File: src/rtl/float2fxp_s_pipe_if.sv
// Valid/ready stream bundle for the fp32 -> fixed-point converter.
// master drives fp32 words in and accepts results; slave is the converter.
interface float2fxp_s_pipe_if #(
  parameter int unsigned W = 8
) ();

  logic          in_valid;
  logic          in_ready;
  logic [31:0]   in_fp32;
  logic          out_valid;
  logic          out_ready;
  logic [W-1:0]  out_fxp;
  logic          out_sat;
  logic          out_nan;

  modport master (
    output in_valid,
    output in_fp32,
    output out_ready,
    input  in_ready,
    input  out_valid,
    input  out_fxp,
    input  out_sat,
    input  out_nan
  );

  modport slave (
    input  in_valid,
    input  in_fp32,
    input  out_ready,
    output in_ready,
    output out_valid,
    output out_fxp,
    output out_sat,
    output out_nan
  );

endinterface

File: src/rtl/float2fxp_s_pipe.sv
// Two-stage streaming fp32 -> signed Q(WOI.WOF) converter with saturation and NaN flagging.
// Define FLOAT2FXP_RNE_EN for round-to-nearest-even; otherwise the magnitude is truncated.
module float2fxp_s_pipe #(
  parameter int unsigned WOI = 1,
  parameter int unsigned WOF = 7,
  localparam int unsigned W  = WOI + WOF
) (
  input logic               clk,
  input logic               rst,
  float2fxp_s_pipe_if.slave bus_io
);

  localparam logic [31:0]  PosMax = (32'd1 << (W - 1)) - 32'd1;
  localparam logic [31:0]  NegMax = 32'd1 << (W - 1);
  localparam logic [W-1:0] FxpMax = {1'b0, {(W - 1){1'b1}}};
  localparam logic [W-1:0] FxpMin = {1'b1, {(W - 1){1'b0}}};

  // Stage 1: unpacked operand
  logic        s1_valid_q, s1_valid_d;
  logic        s1_sign_q, s1_sign_d;
  logic [7:0]  s1_exp_q, s1_exp_d;
  logic [23:0] s1_mant_q, s1_mant_d;
  logic        s1_zero_q, s1_zero_d;
  logic        s1_inf_q, s1_inf_d;
  logic        s1_nan_q, s1_nan_d;

  // Stage 2: converted result, drives the output port directly
  logic         s2_valid_q, s2_valid_d;
  logic [W-1:0] out_fxp_q, out_fxp_d;
  logic         out_sat_q, out_sat_d;
  logic         out_nan_q, out_nan_d;

  logic s1_load;
  logic s2_load;

  logic [W-1:0] conv_fxp;
  logic         conv_sat;
  logic         conv_nan;

  logic signed [9:0] k;
  logic [4:0]        rsh;
  logic [31:0]       mant32;
  logic [31:0]       int_mag;
  logic [31:0]       rounded;
  logic              round_up;
`ifdef FLOAT2FXP_RNE_EN
  logic              guard_bit;
  logic              sticky_bit;
`endif

  assign s2_load         = !s2_valid_q || bus_io.out_ready;
  assign s1_load         = !s1_valid_q || s2_load;
  assign bus_io.in_ready = s1_load;

  assign bus_io.out_valid = s2_valid_q;
  assign bus_io.out_fxp   = out_fxp_q;
  assign bus_io.out_sat   = out_sat_q;
  assign bus_io.out_nan   = out_nan_q;

  always_comb begin
    s1_valid_d = s1_valid_q;
    s1_sign_d  = s1_sign_q;
    s1_exp_d   = s1_exp_q;
    s1_mant_d  = s1_mant_q;
    s1_zero_d  = s1_zero_q;
    s1_inf_d   = s1_inf_q;
    s1_nan_d   = s1_nan_q;
    if (s1_load) begin
      s1_valid_d = bus_io.in_valid;
      if (bus_io.in_valid) begin
        s1_sign_d = bus_io.in_fp32[31];
        s1_exp_d  = bus_io.in_fp32[30:23];
        s1_mant_d = {1'b1, bus_io.in_fp32[22:0]};
        s1_zero_d = (bus_io.in_fp32[30:23] == 8'd0);
        s1_inf_d  = (bus_io.in_fp32[30:23] == 8'hff) && (bus_io.in_fp32[22:0] == 23'd0);
        s1_nan_d  = (bus_io.in_fp32[30:23] == 8'hff) && (bus_io.in_fp32[22:0] != 23'd0);
      end
    end
  end

  // k is the binary exponent of the magnitude measured in output LSBs.
  always_comb begin
    k        = $signed({2'b00, s1_exp_q}) - 10'sd127 + $signed(10'(WOF));
    mant32   = {8'd0, s1_mant_q};
    rsh      = 5'd0;
    int_mag  = 32'd0;
    round_up = 1'b0;
    rounded  = 32'd0;
`ifdef FLOAT2FXP_RNE_EN
    guard_bit  = 1'b0;
    sticky_bit = 1'b0;
`endif
    conv_fxp = '0;
    conv_sat = 1'b0;
    conv_nan = 1'b0;
    if (s1_nan_q) begin
      conv_nan = 1'b1;
    end else if (s1_zero_q || (k < -10'sd2)) begin
      conv_fxp = '0;
    end else if (s1_inf_q || (k >= $signed(10'(W + 1)))) begin
      conv_sat = 1'b1;
      conv_fxp = s1_sign_q ? FxpMin : FxpMax;
    end else begin
      // Here -2 <= k <= W, so the right shift stays within 7..25.
      rsh     = 5'(10'sd23 - k);
      int_mag = mant32 >> rsh;
`ifdef FLOAT2FXP_RNE_EN
      guard_bit  = mant32[rsh - 5'd1];
      sticky_bit = |(mant32 & ((32'd1 << (rsh - 5'd1)) - 32'd1));
      round_up   = guard_bit && (sticky_bit || int_mag[0]);
`endif
      rounded = int_mag + {31'd0, round_up};
      if (!s1_sign_q) begin
        if (rounded > PosMax) begin
          conv_sat = 1'b1;
          conv_fxp = FxpMax;
        end else begin
          conv_fxp = W'(rounded);
        end
      end else begin
        if (rounded > NegMax) begin
          conv_sat = 1'b1;
          conv_fxp = FxpMin;
        end else begin
          conv_fxp = W'(32'd0 - rounded);
        end
      end
    end
  end

  always_comb begin
    s2_valid_d = s2_valid_q;
    out_fxp_d  = out_fxp_q;
    out_sat_d  = out_sat_q;
    out_nan_d  = out_nan_q;
    if (s2_load) begin
      s2_valid_d = s1_valid_q;
      if (s1_valid_q) begin
        out_fxp_d = conv_fxp;
        out_sat_d = conv_sat;
        out_nan_d = conv_nan;
      end
    end
  end

  always_ff @(posedge clk or posedge rst) begin
    if (rst) begin
      s1_valid_q <= 1'b0;
      s1_sign_q  <= 1'b0;
      s1_exp_q   <= 8'd0;
      s1_mant_q  <= 24'd0;
      s1_zero_q  <= 1'b0;
      s1_inf_q   <= 1'b0;
      s1_nan_q   <= 1'b0;
      s2_valid_q <= 1'b0;
      out_fxp_q  <= '0;
      out_sat_q  <= 1'b0;
      out_nan_q  <= 1'b0;
    end else begin
      s1_valid_q <= s1_valid_d;
      s1_sign_q  <= s1_sign_d;
      s1_exp_q   <= s1_exp_d;
      s1_mant_q  <= s1_mant_d;
      s1_zero_q  <= s1_zero_d;
      s1_inf_q   <= s1_inf_d;
      s1_nan_q   <= s1_nan_d;
      s2_valid_q <= s2_valid_d;
      out_fxp_q  <= out_fxp_d;
      out_sat_q  <= out_sat_d;
      out_nan_q  <= out_nan_d;
    end
  end

endmodule
File: src/flat_wrapper.sv
// flat-port wrapper written by rule: the top's interface ports become plain ports
module float2fxp_s_pipe_flat 
#(
  parameter int unsigned WOI = 1,
  parameter int unsigned WOF = 7,
  localparam int unsigned W  = WOI + WOF
)
  (clk, rst, bus_io_in_valid, bus_io_in_fp32, bus_io_out_ready, bus_io_in_ready, bus_io_out_valid, bus_io_out_fxp, bus_io_out_sat, bus_io_out_nan);
  float2fxp_s_pipe_if bus_io_i ();
  input logic clk;
  input logic rst;
  input wire logic [$bits(bus_io_i.in_valid)-1:0] bus_io_in_valid;
  input wire logic [$bits(bus_io_i.in_fp32)-1:0] bus_io_in_fp32;
  input wire logic [$bits(bus_io_i.out_ready)-1:0] bus_io_out_ready;
  output wire logic [$bits(bus_io_i.in_ready)-1:0] bus_io_in_ready;
  output wire logic [$bits(bus_io_i.out_valid)-1:0] bus_io_out_valid;
  output wire logic [$bits(bus_io_i.out_fxp)-1:0] bus_io_out_fxp;
  output wire logic [$bits(bus_io_i.out_sat)-1:0] bus_io_out_sat;
  output wire logic [$bits(bus_io_i.out_nan)-1:0] bus_io_out_nan;
  assign bus_io_i.in_valid = bus_io_in_valid;
  assign bus_io_i.in_fp32 = bus_io_in_fp32;
  assign bus_io_i.out_ready = bus_io_out_ready;
  assign bus_io_in_ready = bus_io_i.in_ready;
  assign bus_io_out_valid = bus_io_i.out_valid;
  assign bus_io_out_fxp = bus_io_i.out_fxp;
  assign bus_io_out_sat = bus_io_i.out_sat;
  assign bus_io_out_nan = bus_io_i.out_nan;
  float2fxp_s_pipe #(.WOI(WOI), .WOF(WOF)) u_core (.clk(clk), .rst(rst), .bus_io(bus_io_i));
endmodule
File: config.mk
export PLATFORM = sky130hd
export DESIGN_NAME = float2fxp_s_pipe_flat
export DESIGN_NICKNAME = d
export VERILOG_FILES = /design/src/rtl/float2fxp_s_pipe_if.sv /design/src/rtl/float2fxp_s_pipe.sv /design/src/flat_wrapper.sv
export SDC_FILE = /design/constraint.sdc
export NUM_CORES = 1
export LEC_CHECK = 0
export CAP_MARGIN = 30
export CORE_MARGIN = 3
export CORE_UTILIZATION = 40
export CTS_CLUSTER_SIZE = 28
export DETAILED_ROUTE_END_ITERATION = 16
export GPL_TIMING_DRIVEN = 0
export PLACE_DENSITY_LB_ADDON = 0.05
export SYNTH_ARGS = -nofsm -noshare
export SYNTH_HDL_FRONTEND = slang
export SYNTH_SLANG_ARGS = --single-unit
File: constraint.sdc
create_clock -name clk -period 6.6 [get_ports clk]
set_clock_uncertainty 0.15 [all_clocks]
set_input_delay 0.66 -clock clk [delete_from_list [all_inputs] [get_ports clk]]
set_output_delay 0.66 -clock clk [all_outputs]
set_load 0.05 [all_outputs]
Word-level counts from Yosys, hierarchy flattened
Index checks and enable logic that the tools add are counted.

Bits of input ports: 36. Output and inout port bits: 12. Logic and storage cells: 48. Register bits: 48.

Mux-type cells: 14. Add/subtract/negate cells: 4. Eq/ne operators: 1. Shift operators: 1. Reduce and logical (&&, ||, !) cells: 13. $lt $le $gt $ge: 4.

Operators by type and width (count): $mux 8 (7); $gt 32x7->1 const B (1); $gt 32x8->1 const B (1); $shr 24x5->32 (1); $logic_not 23->1 (1); $reduce_bool 23->1 (1); $add 9x4->10 const B (1); $ge 10x5->1 const B (1); $lt 10x2->1 const B (1); $sub 8x7->9 const B (1); $eq 8x8->1 const B (1); $logic_not 8->1 (1); $sub 1x8->8 const A (1); $mux 1 (7); $sub 5x5->5 const A (1); $logic_or 1x1->1 (4); $reduce_and 2->1 (2); $logic_and 1x1->1 (2); $logic_not 1->1 (2).

Longest topological paths before layout
Depth after elaboration: 10. Gate-level depth with buffers: 20. Mapped depth without buffers: 15.

Worst setup path after synthesis
No wires, ideal clock.

Path kind: flip-flop to flip-flop. From: register u_core.s1_exp_q[0]. To: register u_core.out_fxp_q[6] (netlist: u_core.bus_io.out_fxp[6]). Arrival: 3926 ps. Clock period less this slack: 4180 ps. Setup slack: 2420 ps. Required time: 6346 ps. Buffers on the path: 4. Stages on the path, launching flop included: 19. Setup time: 104 ps. Cells stage by stage: dfrtp_1 inv_1 buf_1 ha_1 buf_6 buf_6 buf_6 mux4_2 a22oi_1 o311a_1 a21oi_1 a2bb2oi_1 ha_1 inv_1 a211o_1 o41ai_4 nand4_2 a2bb2oi_1 o311ai_1.

Word-level cells in the longest chain between the ends: 10. Elaborated cells on any way between the ends: 17. Those cells by class: add/sub: 4; order compare: 4; shift: 1; mux: 6; reduce/logical: 2.

RTL lines: from (decl) (line float2fxp_s_pipe.sv:21) `logic [7:0] s1_exp_q, s1_exp_d;`; from (signal assigned) (line float2fxp_s_pipe.sv:162) `s1_exp_q <= s1_exp_d;`; $sub 8x7->9 * (line float2fxp_s_pipe.sv:83) `k = $signed({2'b00, s1_exp_q}) - 10'sd127 + $signed(10'(WOF));`; $add 9x4->10 * (line float2fxp_s_pipe.sv:83); $sub 5x5->5 (line float2fxp_s_pipe.sv:105) `rsh = 5'(10'sd23 - k);`; $shr 24x5->32 (line float2fxp_s_pipe.sv:106) `int_mag = mant32 >> rsh;`; $gt 32x7->1, or another cell as far along (line float2fxp_s_pipe.sv:114) `if (rounded > PosMax) begin`; $mux 8, on equally long branches (line float2fxp_s_pipe.sv:114, float2fxp_s_pipe.sv:121); $mux 8 (line float2fxp_s_pipe.sv:113) `if (!s1_sign_q) begin`; $mux 8 (line float2fxp_s_pipe.sv:100) `end else if (s1_inf_q || (k >= $signed(10'(W + 1)))) begin`; $mux 8 * (line float2fxp_s_pipe.sv:98) `end else if (s1_zero_q || (k < -10'sd2)) begin`; $mux 8 * (line float2fxp_s_pipe.sv:96) `if (s1_nan_q) begin`; to (signal assigned) (line float2fxp_s_pipe.sv:168) `out_fxp_q <= out_fxp_d;`; to (decl) (line float2fxp_s_pipe.sv:29) `logic [W-1:0] out_fxp_q, out_fxp_d;`.

Mark *: on every way between the ends. The rest lies on a longest branch, timed or not. A chain may end at the register's enable or synchronous reset.

Worst setup path after layout
From: register u_core.s1_exp_q[0]. To: register u_core.out_sat_q (netlist: u_core.bus_io.out_sat).

Word-level cells in the longest chain between the ends: 10. Elaborated cells on any way between the ends: 16. Those cells by class: add/sub: 3; order compare: 4; shift: 1; mux: 6; reduce/logical: 2.

RTL lines: $sub 8x7->9 * (line float2fxp_s_pipe.sv:83); $add 9x4->10 * (line float2fxp_s_pipe.sv:83); $sub 5x5->5 (line float2fxp_s_pipe.sv:105); $shr 24x5->32 (line float2fxp_s_pipe.sv:106); $gt 32x7->1 or $gt 32x8->1 (tied branches) (line float2fxp_s_pipe.sv:114, float2fxp_s_pipe.sv:121); $mux 1, on equally long branches (line float2fxp_s_pipe.sv:114, float2fxp_s_pipe.sv:121); $mux 1 (line float2fxp_s_pipe.sv:113); $mux 1 (line float2fxp_s_pipe.sv:100); $mux 1 * (line float2fxp_s_pipe.sv:98); $mux 1 * (line float2fxp_s_pipe.sv:96); to (signal assigned) (line float2fxp_s_pipe.sv:169) `out_sat_q <= out_sat_d;`; to (decl) (line float2fxp_s_pipe.sv:30) `logic out_sat_q, out_sat_d;`.

Marks and branches as above.

==> out/results.tsv <==
metric	value	unit
HP Class	flop to flop	
num rows	36	
Resize count post-CTS	0	
Post-Synthesis Cells	411	
Final Cycle Share	79.50	%
WP buf/inv	6	
CP Launch Type	flop	
WS Path Type	flop to flop	
post-synthesis simple-gate area fraction	16.15	%
Primary FF master, synth	dfrtp_1	
headroom to the max-slew limit	40.49	%
insertion delay of the later-clocked pin in the worst-skew pair	0.31	ns
CTS tree	built	
Psw	0.0007264	W
Unique masters post-synth	69	
most frequent CP cell	inv_1	
cts bufs inserted	5	
final WL	12100	microns
Root Buffer	clkbuf_8	
cts hold-fix bufs	0	
I/O Pins	48	
post-synthesis average cell area	10.16	sq um
clock sink total	48	
die area	11700	sq um
CTS clk-pin slew, worst paths	0.10	ns
routed length per instance	20.17	microns
1st-pass router iterations	7	
largest family of logic cells by synthesized area	multiplexers	
n_diodes	0	
FF+latch count, synth	48	
CTS Buffer Depth	2	
Worst Max-Slew Pin Slew	0.8863	ns
Final Hold Fails	0	
ys async rst share	100.0	%
# nets final	507	
CP peak stage delay	0.74	ns
Post-synth EDFFs	0	
CP endpoint kind	flop	
gr ovfl total	0	
Slew Limit Fails	0	
worst IR drop on VDD	0.1748	mV
initial antenna violation count	0	
synthesized-area fraction occupied by adder cells	1.498	%
Vias/cell	6.162	
detailed-route via count	3697	
DRC	0	
Seq pwr share	26.1	%
total track usage	21.72	%
combinational share of power	61.5	%
die height	108.2	microns
Die W	108.2	microns
critical path's top delay family	buffers and inverters	
met1 Use GR	30.69	%
first-pass GRT wire length	19840	microns
Final Setup Violations	0	
Area growth syn-to-layout	18.04	%
internal power	0.0008528	W
P per Cell Area	320.4	nW/um^2
mux cell area share after synthesis	29.07	%
RSZ-0062 raised after global routing	false	
part of the power in the clock network	12.5	%
mapped cell area	4175	sq um
CP Max Fanout	10	
global-route met3 utilization	3.403	%
gr busiest metal	met2	
Net Sw Frac	46.00	%
Static Leak	1.912	nW
layout cells sized above 1	21.20	%
1st-iter DRT viols	312	
sequential fraction of the synthesis area	28.77	%
status	completed	
minimum clock period	5.247	ns
Mapped Nets	452	
Worst Path Required	6.66	ns
Power Total	0.001579	W
Setup Buffers After CTS	0	
post-synthesis compound-gate area fraction	16.78	%
vias in the first global route	3759	
fillers	947	
Hold Slack	0.3516	ns
H-tree Lvls	2	
largest net degree at the start of global routing	26	
yosys warns	0	
max cap viols	0	
Cell Chain, Critical Path	inv_1 > buf_1 > ha_1 > buf_6 > buf_4 > o21bai_1 > o2111ai_2 > xnor2_1 > o31ai_1 > inv_1 > ha_1 > inv_1 > a211o_1 > nor3_1 > nor3b_1 > o21ai_0 > a22o_1	
GPL Wtd Cong	0.9546	
Arr. time, crit path	5.31	ns
Post-Synth XOR/XNOR Area	2.307	%
crit path max-delay cell type	xnor2_1	
GRT met2 Usage	35.21	%
Starting Density	41.94	%
I/O Buffers	47	
Detail Route Antenna Nets	0	
FMAX	0.1906	GHz
setup_tns	0	ns
Core Footprint	9955	sq um
post-DP HPWL	9314	microns
Placement Cell Area	4832	sq um
Post-Layout Inst Area	4928	sq um
-- logic make-up (layout without fill, tap and decap cells) --
| logic type | Yosys count | in the layout |
|---|---|---|
| DFF | 48 | 48 |
| muxes | 79 | 79 |
| and+or+nand+nor | 125 | 125 |
| AOI/OAI and AO/OA | 96 | 96 |
| xor gates and xnor gates | 11 | 11 |
| adders and majority gates | 5 | 5 |
| buffers and inverters | 47 | 103 |
-- through the flow --
step | worst slack, ns | std cells | utilization (%)
4_1_cts | 1.370 | 600 | 49.51
3_3_place_gp | 1.478 | 591 | 48.34
6_report | 1.353 | 600 | 49.51
5_1_grt | 1.034 | 600 | 49.51
3_5_place_dp | 1.375 | 592 | 48.54
2_1_floorplan | 2.420 | 411 | -
-- per-layer routing --
layer,share of wire (%),wire [microns]
met1,45,5469
met2,47,5684
met3,6.2,753
met4,1.6,196
met5,0,0
-- sequential cells by signal, summed over array words and instances, names as in the netlist --
signal / cells
u_core.bus_io.out_nan: 1
u_core.s1_nan_q: 1
u_core.bus_io.out_sat: 1
u_core.s1_valid_q: 1
u_core.s1_inf_q: 1
u_core.s1_sign_q: 1
u_core.s1_mant_q: 24
u_core.bus_io.out_valid: 1
u_core.s1_exp_q: 8
u_core.bus_io.out_fxp: 8
u_core.s1_zero_q: 1
-- cell usage after synthesis, drive strengths merged (3+ instances only) --
cell / number / share of area, %
a32oi: 3 / 0.63
and2: 7 / 1.0
or3: 5 / 0.75
o211ai: 5 / 0.90
nor2: 10 / 0.90
nor4: 9 / 1.3
mux2: 36 / 9.8
dfrtp: 48 / 29
a21oi: 19 / 2.3
nand2b: 9 / 1.3
a211oi: 7 / 1.6
buf: 23 / 3.2
nand3: 11 / 1.3
o21ai: 18 / 2.2
nor2b: 8 / 1.2
o22ai: 3 / 0.45
nor3: 8 / 0.96
xnor2: 9 / 1.9
and3: 6 / 0.90
a22o: 4 / 0.84
a31oi: 8 / 1.2
ha: 5 / 1.5
inv: 17 / 1.5
mux4: 29 / 16
clkbuf: 7 / 0.66
mux2i: 14 / 3.4
nand4: 6 / 1.0
nand2: 36 / 3.2
-- placed cells by master (no fill, tap or decap), drive strengths merged, types with 3 or more instances in the layout --
master / n
nor4: 9
dfrtp: 48
a211oi: 7
inv: 18
buf: 24
nand3: 11
o211ai: 5
clkdlybuf4s50: 47
a31oi: 8
ha: 5
nand4: 6
nor3: 8
a32oi: 3
or3: 5
nor2b: 8
and3: 6
nand2: 36
clkbuf: 13
mux2: 36
nand2b: 9
mux4: 29
nor2: 10
a21oi: 19
o21ai: 18
mux2i: 14
xnor2: 9
and2: 7
o22ai: 3
a22o: 4
-- tightest hold or removal path, cell delays in order (launching register included) --
cell and delay (ns):
dfrtp_1 0.36, nand2_1 0.05, o21ai_0 0.06
-- area by class of cell --
type,instances,area (sq um),share of cell area (%)
plain buffers,30,162.7,3.300
clock buffers,6,82.58,1.676
repair buffers,48,490.5,9.952
inverters,17,63.81,1.295
clock inverters,2,13.76,0.2793
well taps,133,166.4,3.376
flip-flops and latches,48,1201,24.37
multi-input cells,316,2748,55.75
-- worst paths after layout --
check,startpoint,end,slack (ns),depth (start not counted)
min in group asynchronous,rst,u_core.s1_mant_q[21],0.56,2
worst min-delay path,u_core.s1_zero_q,u_core.s1_zero_q,0.35,2
worst max register to register,u_core.s1_exp_q[0],u_core.bus_io.out_sat,1.35,17
worst max-delay path,u_core.s1_exp_q[0],u_core.bus_io.out_sat,1.35,17
max in group asynchronous,rst,u_core.s1_exp_q[7],5.22,3
worst min register to register,u_core.s1_zero_q,u_core.s1_zero_q,0.35,2
-- power groups by stage --
| stage | sequential, W | clock [W] | combinational (W) |
|---|---|---|---|
| final | 0.000412 | 0.000197 | 0.000971 |
| after global routing | 0.000421 | 0.000222 | 0.00104 |
| after CTS | 0.000410 | 0.000208 | 0.000968 |
| after detailed placement | 0.000416 | 0 | 0.000965 |
| after global placement | 0.000414 | 0 | 0.000957 |
| after floorplan | 0.000476 | 0 | 0.000646 |
Note: power is estimated with default switching activity, not from simulation.
